**src/rtl/tmds_decoder.sv**
```systemverilog
// tmds_decoder: one TMDS channel decoder with control-token word alignment.
// Define TMDS_LOSS_CNT_EN to add the loss_cnt output (saturating count of lock losses).
module tmds_decoder #(
    parameter int CTRL_RUN    = 8,
    parameter int SEARCH_WAIT = 2048,
    parameter int LOSS_WAIT   = 4096
) (
    input  logic       clk,
    input  logic       rst_n,
    input  logic [9:0] din,
    output logic [7:0] dout,
    output logic [1:0] ctrl,
    output logic       de,
    output logic       locked,
    output logic [3:0] offset
`ifdef TMDS_LOSS_CNT_EN
    ,
    output logic [7:0] loss_cnt
`endif
);
    localparam int RW = $clog2(CTRL_RUN) + 1;
    localparam int SW = $clog2(SEARCH_WAIT) + 1;
    localparam int LW = $clog2(LOSS_WAIT) + 1;
    typedef enum logic {SEARCH, LOCKED} state_t;
    state_t state;
    logic [9:0] din_prev, sym, sym_q;
    logic [19:0] win;
    logic [RW-1:0] run;
    logic [SW-1:0] s_tmr;
    logic [LW-1:0] l_tmr;
    logic [7:0] d, q;
    logic [6:0] x;
    logic [1:0] tok;
    logic is_tok;
    assign win = {din, din_prev};
    assign sym = 10'(win >> offset);
    assign is_tok = sym_q inside {10'b1101010100, 10'b0010101011, 10'b0101010100, 10'b1010101011};
    assign tok = sym_q == 10'b1101010100 ? 2'b00 :
                 sym_q == 10'b0010101011 ? 2'b01 :
                 sym_q == 10'b0101010100 ? 2'b10 : 2'b11;
    assign d = sym_q[9] ? ~sym_q[7:0] : sym_q[7:0];
    assign x = d[7:1] ^ d[6:0];
    assign q = {sym_q[8] ? x : ~x, d[0]};
    always_ff @(posedge clk or negedge rst_n) begin
        if (!rst_n) begin
            state    <= SEARCH;
            din_prev <= '0;
            sym_q    <= '0;
            run      <= '0;
            s_tmr    <= '0;
            l_tmr    <= '0;
            offset   <= '0;
            locked   <= 1'b0;
            de       <= 1'b0;
            dout     <= '0;
            ctrl     <= '0;
`ifdef TMDS_LOSS_CNT_EN
            loss_cnt <= '0;
`endif
        end else begin
            din_prev <= din;
            sym_q    <= sym;
            if (state == SEARCH) begin
                // a completed run takes priority over the dwell timeout
                if (is_tok && run == RW'(CTRL_RUN - 1)) begin
                    state  <= LOCKED;
                    locked <= 1'b1;
                    run    <= '0;
                    s_tmr  <= '0;
                end else if (s_tmr == SW'(SEARCH_WAIT - 1)) begin
                    offset <= offset == 4'd9 ? 4'd0 : offset + 4'd1;
                    run    <= '0;
                    s_tmr  <= '0;
                end else begin
                    run   <= is_tok ? run + RW'(run != '1) : '0;
                    s_tmr <= s_tmr + SW'(s_tmr != '1);
                end
            end else if (is_tok) begin
                ctrl  <= tok;
                de    <= 1'b0;
                dout  <= '0;
                l_tmr <= '0;
            end else if (l_tmr == LW'(LOSS_WAIT - 1)) begin
                state  <= SEARCH;
                locked <= 1'b0;
                de     <= 1'b0;
                dout   <= '0;
                ctrl   <= '0;
                l_tmr  <= '0;
                run    <= '0;
                s_tmr  <= '0;
`ifdef TMDS_LOSS_CNT_EN
                loss_cnt <= loss_cnt + 8'(loss_cnt != 8'hff);
`endif
            end else begin
                de    <= 1'b1;
                dout  <= q;
                l_tmr <= l_tmr + LW'(l_tmr != '1);
            end
        end
    end
endmodule

```
**config.mk**
```make
export PLATFORM = sky130hd
export DESIGN_NAME = tmds_decoder
export DESIGN_NICKNAME = d
export VERILOG_FILES = /design/src/rtl/tmds_decoder.sv
export SDC_FILE = /design/constraint.sdc
export NUM_CORES = 1
export LEC_CHECK = 0
export CORE_UTILIZATION = 40
export DETAILED_ROUTE_END_ITERATION = 8
export GPL_ROUTABILITY_DRIVEN = 0
export PLACE_DENSITY = 0.65
export SLEW_MARGIN = 20
export SYNTH_ARGS = -nofsm -noshare
export SYNTH_HDL_FRONTEND = slang
export SYNTH_SLANG_ARGS = --single-unit
```
**constraint.sdc**
```tcl
create_clock -name clk -period 2.5 [get_ports clk]
set_clock_uncertainty 0.15 [all_clocks]
set_input_delay 0.75 -clock clk [delete_from_list [all_inputs] [get_ports clk]]
set_output_delay 0.75 -clock clk [all_outputs]
set_load 0.005 [all_outputs]
```
==> results.json <==
{
  "status": "complete, but fails checks",
  "violations": "DRC",
  "post-route-cell-area_um2": 4320,
  "hpwl_mm": 5.42,
  "nets": 419,
  "drc": 2,
  "ir_drop_v": 0.000241,
  "switching_power_mw": 0.516,
  "power_frac_comb": 0.054,
  "clockBufferDepth": 2,
  "synth_seq_cells": 66,
  "cts_buffers": 9,
  "clock_sinks": 66,
  "syn-num-nets": 387,
  "clkLatencyLatePin_ns": 0.34,
  "setup_violations": 0,
  "power_frac_clock": 0.450,
  "synth_top_area_frac": 0.452,
  "fillers": 816,
  "dpl_cell_area_um2": 4090,
  "grt_setup_unrepaired": "false",
  "p_leak_nw": 1.81,
  "tightest_slew_ns": 0.681,
  "cts_tree": "done",
  "cap_violations": 0,
  "antenna_found_initial": 0,
  "grt_max_degree": 44,
  "ctsHoldBuffers": 0,
  "synthCells": 369,
  "synth_edf_count": 0,
  "grt_pass1_wl_mm": 13.3,
  "portBuffers": 27,
  "area_growth_pct": 18.1,
  "dieHeight_um": 97.6,
  "route.vias.total": 2830,
  "period_share": 0.948,
  "worstPathMaxFanout": 17,
  "row_count": 34,
  "finalSetupTns_ns": 0,
  "clk_pin_slew_ns": 0.08,
  "netlist_top_cells_count": "dfrtp_1 (66), nor2_1 (33), nand2_1 (25)",
  "htreeDepth": 3,
  "synth_most_common_cell": "dfrtp_1",
  "drtIter0Drc": 92,
  "pwr-share-seq": 0.496,
  "critPathLaunchType": "register",
  "dieArea_um2": 9530,
  "die_w_um": 97.6,
  "wire_per_inst_um": 15.0,
  "drive_gt1_frac": 0.143,
  "fin_crit_ns": 2.37,
  "ant_nets": 0,
  "n_antenna_cell": 0,
  "yosys-top-cells-area": "dfrtp_1 (45%), xnor2_1 (4.8%), mux4_2 (4.3%)",
  "fmax_mhz": 422,
  "track_usage": 0.174,
  "grt_pass1_vias": 2794,
  "ys.warnings.count": 0,
  "ys_types": 52,
  "hold_path.class": "in2async",
  "swShare": 0.233,
  "worstReg2RegStart": "l_tmr[2]",
  "critPathLaunch": "l_tmr[2]",
  "ios": 28,
  "synth_area_per_cell_um2": 9.91,
  "synthFlopType": "dfrtp_1",
  "initial_core_util": 0.415,
  "yosysSeqAreaShare": 0.452,
  "end_kind": "register",
  "viasPerCell": 5.51,
  "cts_resized": 0,
  "grt-ovfl-total": 0,
  "critPathKind": "reg2reg",
  "routed_wirelength_mm": 7.69,
  "crit_required_ns": 2.57,
  "syn_area_um2": 3660,
  "multi_input_area_um2": 1840,
  "worstPathArrival_ns": 2.44,
  "cts-root-buf": "clkbuf_8",
  "drv_slew": 0,
  "regArea_um2": 1650,
  "cts_setup_buffers": 0,
  "powerDensity_nw_per_um2": 514,
  "first_pass_iters": 9,
  "power.internal_mw": 1.70,
  "yosysTopAreaCell": "dfrtp_1",
  "hold_viol_final": 0,
  "coreArea_um2": 8810,
  "relSlewSlack": 0.540,
  "async_flop_share": 1.00
}
## state kept, by name (all words and copies together) (netlist names)
signal	count
run	4
locked	1
din_prev	10
de	1
ctrl	2
l_tmr	13
state	1
s_tmr	12
dout	8
sym_q	10
offset	4
## cell families after synthesis
logic type	count (synthesis)	synth area share
AOI/OAI and AO/OA	70	0.120
xor gates and xnor gates	26	0.0623
adders and majority gates	6	0.0205
buffers and inverters	41	0.0472
DFF	66	0.452
muxes	31	0.113
and+or+nand+nor	129	0.185
## power groups by stage
stage                     Sequential, mW  Clock, mW  Combinational, mW
after CTS                           1.10       1.02              0.123
after global placement              1.12          0              0.121
after global routing                1.10       1.06              0.136
after floorplan                     1.12          0             0.0675
after detailed placement            1.12          0              0.123
final                               1.10      0.998              0.121
## stage by stage
step	util	total power [mW]	worst slack (ns)	hold WS (ns)	cells
CTS	0.489	2.24	0.0443	0.264	514
finish	0.490	2.22	0.130	0.242	514
floorplan	-	1.18	0.0815	0.304	369
detailed placement	0.465	1.24	0.0725	0.334	498
global placement	0.465	1.24	0.126	0.323	498
global route	0.490	2.30	0.0185	0.287	514
## worst paths after layout
check	to	slack, ns	cells past startpoint
max in group asynchronous	offset[2]	1.31	2
hold reg to reg	de	0.34	2
setup reg to reg	s_tmr[3]	0.13	5
hold / removal	l_tmr[3]	0.24	1
min in group clk	de	0.34	2
setup / recovery	s_tmr[3]	0.13	5
## cells in the final DEF (no fill, tap or decap), types with 2 or more instances in the layout
master and n:
a211oi_1 4, a21o_1 2, a21oi_1 18, a22o_1 2
a31oi_1 8, and2_1 2, and3_1 4, and4_1 4
buf_12 2, buf_4 12, bufinv_16 2, clkbuf_8 9
clkdlybuf4s50_1 26, clkinv_2 2, clkinvlp_4 2, dfrtp_1 65
ha_1 6, inv_1 20, mux2_2 11, mux2i_1 13
mux4_2 7, nand2_1 25, nand2b_1 5, nand3_1 17
nand3b_1 2, nand4_1 11, nor2_1 33, nor2b_1 5
nor3_1 6, o211ai_1 3, o21a_1 2, o21ai_0 6
o21ai_1 2, o22ai_1 16, or2_2 3, xnor2_1 20
xor2_1 6
## worst max-delay path: stages, from the launching register on
cell	delay (ns)
dfrtp_1	0.46
nand4_2	0.17
or4_4	0.58
o31a_1	0.54
a31oi_1	0.25
o22ai_1	0.10
## layout make-up
class,count,share of cell area
Multi-Input combinational cell,262,0.426
Clock inverter,7,0.0217
Inverter,21,0.0183
Sequential cell,66,0.383
Tap cell,108,0.0313
Clock buffer,9,0.0287
Timing Repair Buffer,41,0.0916
## routing by layer
metal | vias up | GRT usage | routed length (µm)
li1 | 1392 | - | -
met3 | 9 | 0.0374 | 317
met2 | 54 | 0.266 | 3560
met5 | - | 0 | 0
met4 | 0 | 0.0571 | 117
met1 | 1375 | 0.246 | 3700
Power figures use the tool's default switching activity.
